**config.mk**
```make
export PLATFORM = sky130hd
export DESIGN_NAME = sync_fifo_prog_flat
export DESIGN_NICKNAME = d
export VERILOG_FILES = /design/src/rtl/sync_fifo_prog_if.sv /design/src/rtl/sync_fifo_prog.sv /design/src/flat_wrapper.sv
export SDC_FILE = /design/constraint.sdc
export NUM_CORES = 1
export LEC_CHECK = 0
export CAP_MARGIN = 0
export CORE_AREA = 5 5 116 118
export CTS_CLUSTER_SIZE = 16
export DETAILED_ROUTE_END_ITERATION = 12
export DIE_AREA = 0 0 121 123
export DONT_BUFFER_PORTS = 1
export PLACE_DENSITY = 0.72
export SLEW_MARGIN = 20
export SYNTH_ARGS = -nofsm -noshare
export SYNTH_HDL_FRONTEND = slang
export SYNTH_SLANG_ARGS = --single-unit
```
**constraint.sdc**
```tcl
create_clock -name clk -period 3.7 [get_ports clk]
set_clock_uncertainty 0.15 [all_clocks]
set_input_delay 0.74 -clock clk [delete_from_list [all_inputs] [get_ports clk]]
set_output_delay 0.74 -clock clk [all_outputs]
set_load 0.005 [all_outputs]
```
**src/rtl/sync_fifo_prog_if.sv**
```systemverilog
// Handshake and status bundle between a producer/consumer and sync_fifo_prog.
// The FIFO is the slave side; whoever drives writes/reads uses master.
interface sync_fifo_prog_if #(
  parameter int DATA_W = 8,
  parameter int DEPTH  = 16,
  parameter int CNT_W  = $clog2(DEPTH) + 1
);
  logic              i_wren;
  logic [DATA_W-1:0] i_wrdata;
  logic              i_rden;
  logic [CNT_W-1:0]  i_af_thresh;
  logic [CNT_W-1:0]  i_ae_thresh;
  logic              i_clr_err;
  logic [DATA_W-1:0] o_rddata;
  logic              o_full;
  logic              o_alm_full;
  logic              o_alm_empty;
  logic              o_empty;
  logic [CNT_W-1:0]  o_count;
  logic              o_overflow;
  logic              o_underflow;

  modport slave (
    input  i_wren, i_wrdata, i_rden, i_af_thresh, i_ae_thresh, i_clr_err,
    output o_rddata, o_full, o_alm_full, o_alm_empty, o_empty, o_count,
           o_overflow, o_underflow
  );

  modport master (
    output i_wren, i_wrdata, i_rden, i_af_thresh, i_ae_thresh, i_clr_err,
    input  o_rddata, o_full, o_alm_full, o_alm_empty, o_empty, o_count,
           o_overflow, o_underflow
  );
endinterface

```
**src/rtl/sync_fifo_prog.sv**
```systemverilog
// Single-clock FIFO with live-programmable almost-full/almost-empty thresholds,
// occupancy count, sticky overflow/underflow flags and optional FWFT read.
// Level flags are derived from the registered count, so they move one cycle
// after the accepting edge; thresholds are compared without registering.
module sync_fifo_prog #(
  parameter int DATA_W = 8,
  parameter int DEPTH  = 16,
  parameter int FWFT   = 0,
  parameter int CNT_W  = $clog2(DEPTH) + 1
) (
  input logic             clk,
  input logic             rstn,
  sync_fifo_prog_if.slave bus
);
  localparam int ADDR_W = $clog2(DEPTH);

  logic [DATA_W-1:0] r_mem [DEPTH];
  logic [ADDR_W-1:0] r_wr_ptr;
  logic [ADDR_W-1:0] r_rd_ptr;
  logic [CNT_W-1:0]  r_count;
  logic              r_overflow;
  logic              r_underflow;

  logic w_full;
  logic w_empty;
  logic w_wr_acc;
  logic w_rd_acc;

  assign w_full   = (r_count == CNT_W'(DEPTH));
  assign w_empty  = (r_count == '0);
  // At full only the read can be accepted, so count never passes DEPTH.
  assign w_wr_acc = bus.i_wren && !w_full;
  assign w_rd_acc = bus.i_rden && !w_empty;

  // Storage is deliberately left out of reset.
  always_ff @(posedge clk) begin
    if (w_wr_acc) r_mem[r_wr_ptr] <= bus.i_wrdata;
  end

  // Pointers wrap naturally at DEPTH (power of two).
  always_ff @(posedge clk or negedge rstn) begin
    if (!rstn) begin
      r_wr_ptr <= '0;
      r_rd_ptr <= '0;
    end else begin
      if (w_wr_acc) r_wr_ptr <= r_wr_ptr + ADDR_W'(1);
      if (w_rd_acc) r_rd_ptr <= r_rd_ptr + ADDR_W'(1);
    end
  end

  // Occupancy: holds when both or neither side is accepted.
  always_ff @(posedge clk or negedge rstn) begin
    if (!rstn) begin
      r_count <= '0;
    end else begin
      case ({w_wr_acc, w_rd_acc})
        2'b10:   r_count <= r_count + CNT_W'(1);
        2'b01:   r_count <= r_count - CNT_W'(1);
        default: r_count <= r_count;
      endcase
    end
  end

  // Sticky error flags; a new error in the clearing cycle keeps the flag set.
  always_ff @(posedge clk or negedge rstn) begin
    if (!rstn) begin
      r_overflow  <= 1'b0;
      r_underflow <= 1'b0;
    end else begin
      if (bus.i_wren && w_full)     r_overflow <= 1'b1;
      else if (bus.i_clr_err)       r_overflow <= 1'b0;
      if (bus.i_rden && w_empty)    r_underflow <= 1'b1;
      else if (bus.i_clr_err)       r_underflow <= 1'b0;
    end
  end

  generate
    if (FWFT != 0) begin : g_fwft
      // Head word is exposed directly; meaningless while empty.
      assign bus.o_rddata = r_mem[r_rd_ptr];
    end else begin : g_reg
      logic [DATA_W-1:0] r_rddata;
      // Registered read port, loaded only on an accepted read.
      always_ff @(posedge clk or negedge rstn) begin
        if (!rstn)         r_rddata <= '0;
        else if (w_rd_acc) r_rddata <= r_mem[r_rd_ptr];
      end
      assign bus.o_rddata = r_rddata;
    end
  endgenerate

  // A zero af threshold and an ae threshold >= DEPTH fall out of the compares.
  assign bus.o_full      = w_full;
  assign bus.o_empty     = w_empty;
  assign bus.o_alm_full  = (r_count >= bus.i_af_thresh);
  assign bus.o_alm_empty = (r_count <= bus.i_ae_thresh);
  assign bus.o_count     = r_count;
  assign bus.o_overflow  = r_overflow;
  assign bus.o_underflow = r_underflow;
endmodule

```
**src/flat_wrapper.sv**
```systemverilog
// flat-port wrapper written by rule: the top's interface ports become plain ports
module sync_fifo_prog_flat 
#(
  parameter int DATA_W = 8,
  parameter int DEPTH  = 16,
  parameter int FWFT   = 0,
  parameter int CNT_W  = $clog2(DEPTH) + 1
)
  (clk, rstn, bus_i_wren, bus_i_wrdata, bus_i_rden, bus_i_af_thresh, bus_i_ae_thresh, bus_i_clr_err, bus_o_rddata, bus_o_full, bus_o_alm_full, bus_o_alm_empty, bus_o_empty, bus_o_count, bus_o_overflow, bus_o_underflow);
  sync_fifo_prog_if #(.DATA_W(DATA_W), .DEPTH(DEPTH), .CNT_W(CNT_W)) bus_i ();
  input logic clk;
  input logic rstn;
  input wire logic [$bits(bus_i.i_wren)-1:0] bus_i_wren;
  input wire logic [$bits(bus_i.i_wrdata)-1:0] bus_i_wrdata;
  input wire logic [$bits(bus_i.i_rden)-1:0] bus_i_rden;
  input wire logic [$bits(bus_i.i_af_thresh)-1:0] bus_i_af_thresh;
  input wire logic [$bits(bus_i.i_ae_thresh)-1:0] bus_i_ae_thresh;
  input wire logic [$bits(bus_i.i_clr_err)-1:0] bus_i_clr_err;
  output wire logic [$bits(bus_i.o_rddata)-1:0] bus_o_rddata;
  output wire logic [$bits(bus_i.o_full)-1:0] bus_o_full;
  output wire logic [$bits(bus_i.o_alm_full)-1:0] bus_o_alm_full;
  output wire logic [$bits(bus_i.o_alm_empty)-1:0] bus_o_alm_empty;
  output wire logic [$bits(bus_i.o_empty)-1:0] bus_o_empty;
  output wire logic [$bits(bus_i.o_count)-1:0] bus_o_count;
  output wire logic [$bits(bus_i.o_overflow)-1:0] bus_o_overflow;
  output wire logic [$bits(bus_i.o_underflow)-1:0] bus_o_underflow;
  assign bus_i.i_wren = bus_i_wren;
  assign bus_i.i_wrdata = bus_i_wrdata;
  assign bus_i.i_rden = bus_i_rden;
  assign bus_i.i_af_thresh = bus_i_af_thresh;
  assign bus_i.i_ae_thresh = bus_i_ae_thresh;
  assign bus_i.i_clr_err = bus_i_clr_err;
  assign bus_o_rddata = bus_i.o_rddata;
  assign bus_o_full = bus_i.o_full;
  assign bus_o_alm_full = bus_i.o_alm_full;
  assign bus_o_alm_empty = bus_i.o_alm_empty;
  assign bus_o_empty = bus_i.o_empty;
  assign bus_o_count = bus_i.o_count;
  assign bus_o_overflow = bus_i.o_overflow;
  assign bus_o_underflow = bus_i.o_underflow;
  sync_fifo_prog #(.DATA_W(DATA_W), .DEPTH(DEPTH), .FWFT(FWFT), .CNT_W(CNT_W)) u_core (.clk(clk), .rstn(rstn), .bus(bus_i));
endmodule
```
==> flow_summary.toml <==
[setup_path]
critPathMaxFanout = 11
critical-path-max-stage-delay_ns = 0.53
rr_endpoint = "u_core.bus.o_count[4]"
endpoint_kind = "register"
crit_slowest_cell = "dfrtp_1"
critPathArrivalTime_ns = 3.51
rrSetupSlack_ns = 0.38
critical_path_required_ns = 3.89
reg2regPathDepth = 12
worstSetupPathType = "register to register"
crit_chain = "nor4_2 -> nand2_1 -> and2_1 -> inv_1 -> ha_1 -> xor2_1 -> ha_1 -> o21a_1 -> o221a_2 -> o21a_1 -> nor3_1 -> xnor2_1"
setup.worst_path.start_class = "register"
r2r_start = "u_core.bus.o_count[1]"

[power_and_ir_drop]
power_density_mw_per_mm2 = 763
ir_drop_mv = 0.571
p_seq_share_pct = 45.2
p_clk_share_pct = 30.2
p_int_w = 0.00381
switchingPower_w = 0.00163
switching_share_pct = 30.0
total_leakage_power_nw = 2.52
comb_power_share_pct = 24.6
power_w = 0.00543

[clock_tree]
clkTransAtPathRegs_ns = 0.06
cts_buffers = 17
cts_setup_buffers = 0
root_buffer = "clkbuf_16"
htree_num_levels = 4
ctsResizeCount = 0
clock_path_buffers = 2
clk_latency_ns = 0.42
cts_tree = "done"
cts.sink_count = 151
cts_hold_buf = 2

[floorplanning]
die_w_um = 121
die_height_um = 123
ios = 42
core-area_mm2 = 0.0124
num_rows = 41
initial_utilization_pct = 51.4
die_area_mm2 = 0.0149

[synthesis]
synth_top_family_by_area = "multiplexers"
ys_seq_elements = 151
syn_nets = 391
mappedNetlistArea_mm2 = 0.00636
syn_avg_cell_area_um2 = 18.2
synthSimpleGateAreaFrac_pct = 3.60
synth_xor_area_share_pct = 1.65
synth_fa_ha_area_share_pct = 3.74
ys_seq_area_share_pct = 69.5
synth_compound_area_share_pct = 4.39
ys_warn_count = 0
netlist_instances = 349
ys_types = 36
muxShareOfSynthArea_pct = 14.5

[global_route]
antenna_found_initial = 0
grt_remaining_overflow = 0
first_global_vias = 3311
grt_max_degree = 24
grt_pass1_wl_mm = 18.9
grt_use_total_pct = 17.7

[run_status]
status = "finished clean"

[sta]
hold_slack_ns = 0.265
hold_viol = 0
tns_ns = 0
fin_crit_sh_pct = 89.7
max_freq_ghz = 0.301
worst_pin_slew_ns = 0.995
maxSlewViolCount = 0
finalSetupViolCount = 0
min_period_ns = 3.32
relSlewSlack_pct = 33.7
rsz0062_at_grt = "false"

[drt]
ant_nets = 0
drc_errors = 0
vias = 3149
dr.pass1.iters = 5
vias_per_cell = 5.79
routed_wl_mm = 12.3
drtIter0Drc = 316
routedWlPerCell_um = 22.5

[layout]
drive_gt1_share_pct = 17.2
final_common_cell = "edfxtp_1"
area_growth_pct = 12.1
fillers = 901
final_core_util_pct = 57.6
final_cell_mix = "128 x edfxtp_1, 24 x mux4_1, 22 x dfrtp_1, 19 x ha_1, 18 x o22ai_1"
nets = 401
antennaDiodeCount = 0

[placed_design]
dp_hpwl_mm = 7.87
place_congestion = 0.740
io_buffer_count = 0

[min_path]
whs_endpoint = "u_core.r_mem[12][4]"
hold_class = "primary input to register"
whs_path_depth = 0
hold_start = "bus_i_wrdata[4]"

[run]
cap_violations = 0
## state kept, by name (all words and copies together), names as in the netlist
register and cells:
u_core.bus.o_count 5, u_core.bus.o_overflow 1, u_core.bus.o_rddata 8, u_core.bus.o_underflow 1, u_core.r_mem 128, u_core.r_rd_ptr 4, u_core.r_wr_ptr 4
## metrics by stage
stage	setup WS, ns	instances	area, µm²
2_1_floorplan	0.682	349	6360
3_3_place_gp	0.491	510	6530
3_5_place_dp	0.398	510	6530
4_1_cts	0.375	544	7120
5_1_grt	0.103	544	7120
6_report	0.380	544	7120
## Yosys cell counts (all sizes together)
cell / n / area, µm²
a21o: 1 / 7.51
nor2b: 2 / 12.5
nor2: 15 / 56.3
o22ai: 18 / 113
clkbuf: 4 / 16.3
buf: 15 / 91.3
a21oi: 11 / 55.1
edfxtp: 128 / 3840
nor3: 6 / 30.0
nor4: 1 / 12.5
dfrtp: 23 / 576
xnor2: 7 / 61.3
o21a: 5 / 37.5
o21ai: 3 / 15.0
nand3: 1 / 5.00
nand4: 2 / 12.5
a22oi: 1 / 7.51
mux2: 10 / 113
a22o: 2 / 17.5
nand2b: 5 / 31.3
inv: 15 / 56.3
and2: 2 / 12.5
o221a: 1 / 11.3
a21boi: 2 / 15.0
nand2: 12 / 50.1
or2: 1 / 6.26
mux4: 32 / 811
xor2: 5 / 43.8
ha: 19 / 238
## cell type report
class                           instances  area [µm²]  area share [%]
Clock buffer                           19         433            6.08
Clock inverter                         13         131            1.84
Inverter                               15        56.3           0.790
Multi-Input combinational cell        164        1780            25.0
Sequential cell                       151        4420            62.0
Tap cell                              172         215            3.02
Timing Repair Buffer                   10        90.1            1.26
## power groups by stage
stage / Combinational, W / Sequential, W / Clock (W)
2_1_floorplan: 0.00121 / 0.00225 / 0
3_3_place_gp: 0.00129 / 0.00247 / 0
3_5_place_dp: 0.00134 / 0.00249 / 0
4_1_cts: 0.00135 / 0.00246 / 0.00167
5_1_grt: 0.00147 / 0.00250 / 0.00174
6_report: 0.00133 / 0.00246 / 0.00164
## critical path: cells and delay by family, from the launching register on
family | cells | cell delay, ns
AO/OA/AOI/OAI | 3 | 0.60
XOR/XNOR | 2 | 0.26
adder cells (fa/ha/maj) | 2 | 0.59
buffers and inverters | 1 | 0.12
flip-flops | 1 | 0.53
AND/OR/NAND/NOR | 4 | 1.00
## worst max-delay path by stage
stage	from	endpoint	slack, ns	cells past startpoint
6_report	u_core.bus.o_count[1]	u_core.bus.o_count[4]	0.38	12
5_1_grt	u_core.bus.o_count[1]	u_core.bus.o_count[4]	0.10	12
4_1_cts	u_core.bus.o_count[1]	u_core.bus.o_count[4]	0.37	12
3_5_place_dp	u_core.bus.o_count[1]	u_core.bus.o_count[4]	0.40	12
3_3_place_gp	u_core.bus.o_count[1]	u_core.bus.o_count[4]	0.49	12
2_1_floorplan	u_core.bus.o_count[1]	u_core.bus.o_count[4]	0.68	15
## cells by family after synthesis
kind of cell | Yosys count
adder cells (fa/ha/maj) | 19
AND/OR/NAND/NOR | 47
flip-flops | 151
XOR/XNOR | 12
multiplexers | 42
buffers and inverters | 34
AO/OA/AOI/OAI | 44
## layer usage
metal	up-vias	part of all wire (%)	wire length, µm	global-route usage (%)
li1	1409	-	-	-
met2	120	48	5900	28.4
met3	19	8.0	980	5.72
met1	1601	42	5150	22.6
met4	0	1.9	239	6.94
met5	-	0	0	0
Note: power is estimated with default switching activity, not from simulation.
